===== config.mk =====
export PLATFORM = sky130hd
export DESIGN_NAME = snitch_acc_sched
export DESIGN_NICKNAME = d
export VERILOG_FILES = /design/src/rtl/snitch_acc_sched.sv
export SDC_FILE = /design/constraint.sdc
export NUM_CORES = 1
export LEC_CHECK = 0
export BUFFER_PORTS_ARGS = -buffer_cell sky130_fd_sc_hd__buf_2
export CAP_MARGIN = 25
export CORE_AREA = 2 2 354 356
export DETAILED_ROUTE_END_ITERATION = 6
export DIE_AREA = 0 0 356 358
export PLACE_DENSITY = 0.3
export REMOVE_ABC_BUFFERS = 1
export SETUP_SLACK_MARGIN = 0.5
export SYNTH_ARGS = -nofsm -noshare
export SYNTH_HDL_FRONTEND = slang
export SYNTH_SLANG_ARGS = --single-unit
export TNS_END_PERCENT = 30

===== constraint.sdc =====
create_clock -name clk_i -period 12.05 [get_ports clk_i]
set_input_delay 1.8075 -clock clk_i [delete_from_list [all_inputs] [get_ports clk_i]]
set_output_delay 1.8075 -clock clk_i [all_outputs]
set_load 0.05 [all_outputs]

===== src/rtl/snitch_acc_sched.sv =====
// Shared-FU offload scheduler: RR arbitration, ID extension, response routing.
// Optional stall counters enabled by SNITCH_ACC_SCHED_STALL_CNT_EN.
module snitch_acc_sched #(
  parameter int unsigned CoreCount      = 4,
  parameter int unsigned IdWidth        = 5,
  parameter int unsigned PayloadWidth   = 128,
  parameter int unsigned DataWidth      = 32,
  parameter int unsigned MaxOutstanding = 4,
  localparam int unsigned LogCoreCount  =
    (CoreCount > 1) ? $clog2(CoreCount) : 1,
  localparam int unsigned ExtIdWidth    = IdWidth + LogCoreCount,
  localparam int unsigned CntWidth      = $clog2(MaxOutstanding + 1)
) (
  input  logic                                    clk_i,
  input  logic                                    rst_ni,
  input  logic [CoreCount-1:0]                    core_qvalid_i,
  output logic [CoreCount-1:0]                    core_qready_o,
  input  logic [CoreCount-1:0][IdWidth-1:0]       core_qid_i,
  input  logic [CoreCount-1:0][PayloadWidth-1:0]  core_qpayload_i,
  output logic                                    sfu_qvalid_o,
  input  logic                                    sfu_qready_i,
  output logic [ExtIdWidth-1:0]                   sfu_qid_o,
  output logic [PayloadWidth-1:0]                 sfu_qpayload_o,
  input  logic                                    sfu_pvalid_i,
  output logic                                    sfu_pready_o,
  input  logic [ExtIdWidth-1:0]                   sfu_pid_i,
  input  logic [DataWidth-1:0]                    sfu_pdata_i,
  input  logic                                    sfu_perror_i,
  output logic [CoreCount-1:0]                    core_pvalid_o,
  input  logic [CoreCount-1:0]                    core_pready_i,
  output logic [IdWidth-1:0]                      core_pid_o,
  output logic [DataWidth-1:0]                    core_pdata_o,
  output logic                                    core_perror_o,
  input  logic                                    drain_i,
  output logic                                    idle_o,
  output logic [CoreCount-1:0][31:0]              stall_cnt_o
);

  logic [LogCoreCount-1:0] ptr_q, ptr_d;
  logic                    qvalid_q;
  logic [ExtIdWidth-1:0]   qid_q;
  logic [PayloadWidth-1:0] qpay_q;

  logic [CoreCount-1:0][CntWidth-1:0] cnt_q, cnt_d;

  logic [CoreCount-1:0]    below_max;
  logic [CoreCount-1:0]    elig;
  logic                    gnt_valid;
  logic [LogCoreCount-1:0] gnt_idx;
  logic [IdWidth-1:0]      gnt_qid;
  logic [PayloadWidth-1:0] gnt_pay;
  logic                    accept;
  int                      best;

  logic [LogCoreCount-1:0] sel;
  logic [CoreCount-1:0]    hit;
  logic                    sel_ok;
  logic [CoreCount-1:0]    inc, dec;

  always_comb begin
    for (int i = 0; i < int'(CoreCount); i++) begin
      below_max[i] = cnt_q[i] < CntWidth'(MaxOutstanding);
    end
  end

  assign elig = core_qvalid_i & below_max & {CoreCount{!drain_i}};

  // Pick the eligible core with the smallest distance from the pointer
  always_comb begin
    gnt_valid = 1'b0;
    gnt_idx   = '0;
    gnt_qid   = '0;
    gnt_pay   = '0;
    best      = int'(CoreCount);
    for (int i = 0; i < int'(CoreCount); i++) begin
      if (elig[i] &&
          ((i - int'(ptr_q) + int'(CoreCount)) % int'(CoreCount)) < best) begin
        best      = (i - int'(ptr_q) + int'(CoreCount)) % int'(CoreCount);
        gnt_valid = 1'b1;
        gnt_idx   = LogCoreCount'(i);
        gnt_qid   = core_qid_i[i];
        gnt_pay   = core_qpayload_i[i];
      end
    end
  end

  assign accept = gnt_valid && (!qvalid_q || sfu_qready_i);

  always_comb begin
    core_qready_o = '0;
    for (int i = 0; i < int'(CoreCount); i++) begin
      core_qready_o[i] = accept && (gnt_idx == LogCoreCount'(i));
    end
  end

  always_comb begin
    ptr_d = ptr_q;
    if (accept) begin
      ptr_d = LogCoreCount'((int'(gnt_idx) + 1) % int'(CoreCount));
    end
  end

  always_ff @(posedge clk_i or negedge rst_ni) begin
    if (!rst_ni) begin
      ptr_q    <= '0;
      qvalid_q <= 1'b0;
      qid_q    <= '0;
      qpay_q   <= '0;
    end else begin
      ptr_q <= ptr_d;
      if (accept) begin
        qvalid_q <= 1'b1;
        qid_q    <= {gnt_idx, gnt_qid};
        qpay_q   <= gnt_pay;
      end else if (sfu_qready_i) begin
        qvalid_q <= 1'b0;
      end
    end
  end

  assign sfu_qvalid_o   = qvalid_q;
  assign sfu_qid_o      = qid_q;
  assign sfu_qpayload_o = qpay_q;

  // Responses with an out-of-range core index are swallowed
  assign sel = sfu_pid_i[ExtIdWidth-1:IdWidth];

  always_comb begin
    hit = '0;
    for (int i = 0; i < int'(CoreCount); i++) begin
      hit[i] = (sel == LogCoreCount'(i));
    end
  end

  assign sel_ok        = |hit;
  assign core_pvalid_o = {CoreCount{sfu_pvalid_i}} & hit;
  assign sfu_pready_o  = sel_ok ? |(hit & core_pready_i) : 1'b1;
  assign core_pid_o    = sfu_pid_i[IdWidth-1:0];
  assign core_pdata_o  = sfu_pdata_i;
  assign core_perror_o = sfu_perror_i;

  assign inc = core_qready_o;
  assign dec = core_pvalid_o & core_pready_i;

  always_comb begin
    cnt_d = cnt_q;
    for (int i = 0; i < int'(CoreCount); i++) begin
      unique case ({inc[i], dec[i]})
        2'b10: cnt_d[i] = cnt_q[i] + CntWidth'(1);
        2'b01: begin
          if (cnt_q[i] != '0) cnt_d[i] = cnt_q[i] - CntWidth'(1);
        end
        default: cnt_d[i] = cnt_q[i];
      endcase
    end
  end

  always_ff @(posedge clk_i or negedge rst_ni) begin
    if (!rst_ni) begin
      cnt_q <= '0;
    end else begin
      cnt_q <= cnt_d;
    end
  end

  assign idle_o = !qvalid_q && (cnt_q == '0);

`ifdef SNITCH_ACC_SCHED_STALL_CNT_EN
  logic [CoreCount-1:0][31:0] stall_q;

  always_ff @(posedge clk_i or negedge rst_ni) begin
    if (!rst_ni) begin
      stall_q <= '0;
    end else begin
      for (int i = 0; i < int'(CoreCount); i++) begin
        if (core_qvalid_i[i] && !core_qready_o[i]) begin
          stall_q[i] <= stall_q[i] + 32'd1;
        end
      end
    end
  end

  assign stall_cnt_o = stall_q;
`else
  assign stall_cnt_o = '0;
`endif

`ifndef SYNTHESIS
  for (genvar g = 0; g < CoreCount; g++) begin : g_chk
    a_cnt_underflow: assert property (
      @(posedge clk_i) disable iff (!rst_ni)
      !(dec[g] && cnt_q[g] == '0))
      else $error("credit underflow on core %0d", g);
  end

  a_bad_sel: assert property (
    @(posedge clk_i) disable iff (!rst_ni)
    !(sfu_pvalid_i && !sel_ok))
    else $error("response to nonexistent core %0d", sel);
`endif

endmodule


==> results of run 1 <==
how the worst max path moves through the flow:
stage	from	end	slack, ps	cells after the start
final	drain_i	core_qready_o[1]	3580	22
after floorplan	drain_i	core_qready_o[2]	-4900	13
after detailed placement	drain_i	core_qready_o[1]	3480	22
after global placement	drain_i	core_qready_o[1]	3540	22
after CTS	drain_i	core_qready_o[1]	3460	22
after global routing	drain_i	core_qready_o[1]	3180	22
kinds of logic (layout without fill, tap and decap cells):
logic type	after synthesis	after routing	synth area share, %
AND/OR/NAND/NOR	465	465	18.8
other	1	131	0.0323
multiplexers	9	9	0.905
adder cells (fa/ha/maj)	8	8	1.12
AO/OA/AOI/OAI	577	577	30.0
XOR/XNOR	2	2	0.151
buffers and inverters	327	761	16.7
flip-flops	150	150	32.3
stage by stage:
stage	TNS [ps]	hold slack, ps	setup slack, ps	cell area, µm²
floorplan	-426520	460	-4900	10200
global placement	0	464	3540	16000
detailed placement	0	465	3480	16000
CTS	0	481	3460	16600
global route	0	498	3180	16600
finish	0	477	3580	16600
placed cells by master (no fill, tap or decap), types with 5 or more instances in the layout:
cell / count
o21ai_1: 108
o21ai_0: 36
inv_1: 12
nand2_1: 149
mux2i_1: 6
and3_1: 137
dfrtp_1: 150
buf_2: 692
conb_1: 128
nor2_1: 152
a2111oi_0: 130
clkbuf_8: 5
a21oi_1: 272
clkbuf_16: 17
buf_4: 21
worst reg2reg max path: stages, from the launching register on:
cell and delay [ps]:
dfrtp_1 480, nor3b_4 240, buf_4 570, mux2i_1 290, a21oi_1 120, ha_1 200
or2_2 270, a21oi_1 240, o211ai_4 80, buf_4 250, nand2_1 100, o21ai_0 80
ha_1 210, inv_1 50, nand4_1 220, a21oi_4 210, buf_12 480, nor2_1 240
nand2_1 170, inv_1 80, ha_1 190, and2_1 190, nor2_1 310, fa_1 490
o22ai_1 180, mux2i_1 90
cell type report:
| type | instances | area, µm² |
|---|---|---|
| multi-input combinational | 1189 | 6460 |
| inverter | 12 | 45.0 |
| antenna | 3 | 7.51 |
| fill | 14500 | 107000 |
| sequential | 150 | 3750 |
| clock buffer | 22 | 484 |
| timing repair buffer | 717 | 3680 |
| clock inverter | 10 | 168 |
| tap | 1637 | 2050 |
sequential cells by signal, summed over array words and instances, names as in the netlist:
register	flops
ptr_q	2
sfu_qid_o	7
sfu_qvalid_o	1
sfu_qpayload_o	128
cnt_q	12
power by group through the flow:
stage | Combinational, µW | Sequential [µW] | Clock [µW]
after floorplan | 773 | 1730 | 0
after global placement | 2360 | 932 | 0
after detailed placement | 2350 | 935 | 0
after CTS | 2350 | 934 | 684
after global routing | 2500 | 967 | 698
final | 2290 | 924 | 631
per-layer routing:
metal | up-vias | global-route usage, % | routed length (µm)
met5 | - | 0.111 | 111
met4 | 20 | 2.63 | 1050
met3 | 58 | 4.83 | 7140
met2 | 585 | 16.8 | 31200
met1 | 5931 | 12.1 | 28400
li1 | 6353 | - | -
cell usage after synthesis (3+ instances only):
cell type,instances
o21ai_1,108
buf_1,10
nand2_1,149
a2111oi_0,133
o21a_1,3
dfrtp_1,150
clkbuf_1,98
a21oi_1,272
and2_1,3
a211oi_1,4
and3_1,137
fa_1,4
inv_1,12
o21ai_0,36
buf_2,30
buf_4,176
nor2b_1,4
ha_1,4
o22ai_1,4
nor3_1,3
mux2i_1,6
nor2_1,152
==> results.md, run 1 <==
* Core area at 123000 µm²
* R2R depth at 25
* Clk pwr share at 16.4%
* DRT antenna net count at 0
* P_sw at 2190 µW
* Global Route Usage Sum at 10.3%
* Largest net degree at the start of global routing at 135
* Final Non-Filler Cells at approximately 3700
* Clk slew on worst S/H paths at ~70 ps
* H-tree Lvls at 4
* Total number of vias at 12900
* Max-slew violations at 0
* Chip width at 356 µm
* Avg Inst Size Synth at roughly 7.5 µm²
* Hold Path End: sfu_qpayload_o[3]
* DRT iter0 DRCs at just under 500
* Clock sinks at 150
* Port-buffer cells at just under 700
* RSZ-0062 raised after global routing: false
* Hold wc startpoint: sfu_qpayload_o[3]
* Top cell type's share of synthesized area at 32.3%
* Power Internal at 1660 µW
* Reg2reg start: cnt_q[2]
* CTS tree: done
* Cell mode on critical path: ha_1
* RePlAce Congestion at 0.753
* Total Power at 3850 µW
* Combinational share of power at 59.6%
* Ports at 897
* Antenna violations before repair at 20
* Final setup vio count at 0
* Worst-Margin Slew at between 900 and 1000 ps
* Vias in the first global route at 13100
* Period Utilization, post-route at 70.3%
* Worst-path cell chain: buf_2 > nor3b_4 > buf_4 > mux2i_1 > a21oi_1 > ha_1 > or2_2 > a21oi_1 > o211ai_4 > buf_4 > nand2_1 > o21ai_0 > ha_1 > inv_1 > nand4_1 > a21oi_4 > buf_12 > nor2_1 > nand2_1 > ha_1 > and2_1 > buf_2
* Die area at 127000 µm²
* Nature of the critical path endpoint: output port
* Root buffer cell: clkbuf_16
* Worst-skew pair later-pin latency at ~490 ps
* Die Y at 358 µm
* Post-synth top area cell: dfrtp_1
* Lkg Pwr at 0.00795 µW
* Synth Cell Area at between 10000 and 15000 µm²
* Initial Util at 9.41%
* Final Hold Viols at 0
* CP bufs+invs at 6
* Switching share of power at 57.0%
* Max_cap viols at 0
* Hold-fix buffers, CTS at 0
* Seq/Total Area, Yosys at 32.3%
* Worst EP required at just over 10000 ps
* Max Freq at 0.118 GHz
* Postcts setup bufs at 0
* Total CTS buffers at 17
* Via-to-Cell Ratio at 3.46
* Rel. slew slack at 35.2%
* First-pass GRT wire length at 94500 µm
* WHS Path Cells at 2
* Dpl hpwl at 52800 µm
* Remaining Overflow, GRT at 0
* Cells after synthesis at 1539
* Fin util at about 13%
* Arrival @ worst endpoint at 6660 ps
* Critical Path Fanout Max at 134
* DR pass1 iterations at 4
* Final wirelength at 68000 µm
* Clock buffer depth at 2
* Post-synth ARST share at 100%
* Placed insts at 3705
* WS Path Type: input port to output port
* Reg2Reg Capture Point: cnt_q[7]
* Synth cell types at 55
* Floorplan row count at between 100 and 150
* Yosys warnings at 0
* Top FF cell, synth: dfrtp_1
* Status: finished clean
* Seq pwr share at 24.0%
* CP delay by family, top: buffers and inverters
* Final Skew at 14.3 ps
* EDFF count, synth at 0
* DRC viols at 0
* Min-delay worst type: register to register
* Share of cells above drive strength 1 at between 30% and 40%
* Ranking of synthesized cells by area: dfrtp_1 (32%), a21oi_1 (12%), buf_4 (11%)
* Layout area overhead at 43.4%
* DR WL/cell at 18.2 µm
* Reg2reg setup slack at 5930 ps
* Post-route minimum period at 8470 ps
* #FFs+latches synth at 150
* Final net count at 2680
* Pwr Density at around 230 nW/µm²
* Post_cts resized at 0
* Setup crit start kind: input port
* Critical-path top delay cell: buf_4
* VDD IR-drop max at 0.000116 V
* Max stage delay on crit path at 570 ps
Note: power is estimated with default switching activity, not from simulation.
==> inputs of run 2 (changes only) <==
- CORE_AREA: 2 2 354 356 -> 2 2 346 348
- DIE_AREA: 0 0 356 358 -> 0 0 348 350
- clock period: 12.05 -> 8.8 ns (I/O delays scaled with it)
==> results.md, run 2 (same netlist as run 1, synthesis figures left out) <==
* Status: finished clean
* Via-to-Cell Ratio at 3.54 (+2.1%)
* Post_cts resized at 0 (unchanged)
* Setup crit start kind: input port
* Lkg Pwr at 0.00789 µW (-0.82%)
* Final Non-Filler Cells at 3635 (-2.8%)
* Layout area overhead at 41.2%
* Hold-fix buffers, CTS at 0 (unchanged)
* Reg2reg setup slack at 3730 ps (-2200 ps)
* Remaining Overflow, GRT at 0 (unchanged)
* Ports at 897 (unchanged)
* Final Hold Viols at 0 (unchanged)
* Clock sinks at 150 (unchanged)
* WHS at 478 ps (+1.03 ps)
* Max_cap viols at 0 (unchanged)
* Fin util at 13.9% (+0.42 points)
* Postcts setup bufs at 0 (unchanged)
* DRC viols at 0 (unchanged)
* Rel. slew slack at 37.7% (+2.5 points)
* Placed insts at 3600 (-2.8%)
* Worst-skew pair later-pin latency at 500 ps (about the same)
* CTS tree: done
* Global Route Usage Sum at 9.67% (-0.61 points)
* Hold Path End: sfu_qpayload_o[47]
* WHS Path Cells at 2 (unchanged)
* Crit. Startpoint: drain_i
* Chip width at 348 µm (-2.2%)
* H-tree Lvls at 4 (unchanged)
* Hold wc startpoint: sfu_qpayload_o[47]
* DRT antenna net count at 0 (unchanged)
* Arrival @ worst endpoint at 5310 ps (-1350 ps)
* First-pass GRT wire length at 87100 µm (-7.8%)
* VDD IR-drop max at 0.000165 V (+42%)
* Clk slew on worst S/H paths at 60 ps (about the same)
* Worst EP required at 7480 ps (-2760 ps)
* Area of the multi-input gates at 6450 µm² (about the same)
* Critical Path Fanout Max at 23 (-83%)
* Post-Place Worst Slack at 2160 ps (-1310 ps)
* Worst-Margin Slew at 934 ps (-13.5 ps)
* Max Freq at between 0.15 and 0.2 GHz
* Vias in the first global route at 12600 (-3.7%)
* RSZ-0062 raised after global routing: false
* Die Y at 350 µm (-2.2%)
* Pwr Density at 310 nW/µm² (+34%)
* Clock buffer depth at 2 (unchanged)
* Die area at 122000 µm² (-4.4%)
* DR pass1 iterations at 5 (+1)
* Max-slew violations at 0 (unchanged)
* WS Path Type: input port to output port
* Port-buffer cells at 692 (unchanged)
* Fill count at 13700 (-5.3%)
* Total CTS buffers at 17 (unchanged)
* Core area at 118000 µm² (-4.5%)
* Commonest non-fill, non-tap cell in the layout: buf_2
* Period Utilization, post-route at 75.3%
* Nature of the critical path endpoint: output port
* Most frequent cells in the layout: buf_2 (691), a21oi_1 (272), nor2_1 (152)
* Dpl hpwl at 46900 µm (-11%)
* DRT iter0 DRCs at 539 (+11%)
* Final net count at 2676 (-0.15%)
* Root buffer cell: clkbuf_16
* Largest register FFs at 128 (unchanged)
* Reg2reg start: cnt_q[5]
* RePlAce Congestion at 0.732 (-2.9%)
* Fin Setup TNS at 0 ps (unchanged)
* Final wirelength at 61400 µm (-9.7%)
* Largest net degree at the start of global routing at 134 (-0.74%)
* Worst setup margin at 2170 ps (-1410 ps)
* Share of cells above drive strength 1 at 36.2% (-0.12 points)
* Register area at 3750 µm² (unchanged)
* Initial Util at 9.86% (+0.44 points)
* Reg2Reg Capture Point: cnt_q[4]
* Total number of vias at 12900 (-0.73%)
* Final setup vio count at 0 (unchanged)
* Post-route minimum period at 6630 ps
* Floorplan row count at 126 (-2.3%)
* Final Skew at 19.0 ps (+4.69 ps)
* R2R depth at 20 (-20%)
* DR WL/cell at 16.9 µm (-7.0%)
* Antenna violations before repair at 6 (-70%)
* Min-delay worst type: register to register
-- run 2: per-stage QoR --
step	power, µW	area, µm²
floorplan	3420	10200
global placement	4440	15800
detailed placement	4410	15800
CTS	5230	16400
global route	5510	16400
finish	5090	16400
-- run 2: layout make-up --
cell class | instances | area share [%]
Tap cell | 1536 | 11.7
Clock buffer | 20 | 2.79
Clock inverter | 12 | 0.633
Antenna cell | 3 | 0.0458
Timing Repair Buffer | 713 | 22.3
Multi-Input combinational cell | 1189 | 39.4
Inverter | 12 | 0.275
Sequential cell | 150 | 22.9
-- run 2: worst max-delay path: stages --
cell	delay (ps)
buf_2	140
or3b_1	480
mux2i_1	170
a21oi_1	100
ha_1	200
or2_2	270
a21oi_1	240
o211ai_4	110
nand2_1	80
o21ai_0	80
ha_1	280
nor2_1	150
o211a_4	410
inv_1	210
and3_1	230
inv_1	70
ha_1	160
and2_1	250
buf_2	340
-- run 2: worst max-delay path by stage --
stage / end
final: core_qready_o[2]
after global routing: core_qready_o[2]
after CTS: core_qready_o[2]
after detailed placement: core_qready_o[2]
after global placement: core_qready_o[2]
after floorplan: core_qready_o[2]
-- run 2: report_power, final --
group	leakage (µW)	internal, µW	total (µW)	switching [µW]
sequential	0.00195	1040	1260	223
combinational	0.00566	720	3070	2350
clock	0.000272	402	760	358
total	0.00789	2160	5090	2930
-- run 2: metal layers --
metal | track usage [%] | wire, µm | vias to the layer above
met5 | 0.392 | 110 | -
met4 | 2.45 | 1040 | 12
met3 | 4.44 | 6010 | 47
met2 | 16.5 | 29600 | 558
met1 | 10.9 | 24600 | 5887
li1 | - | - | 6348
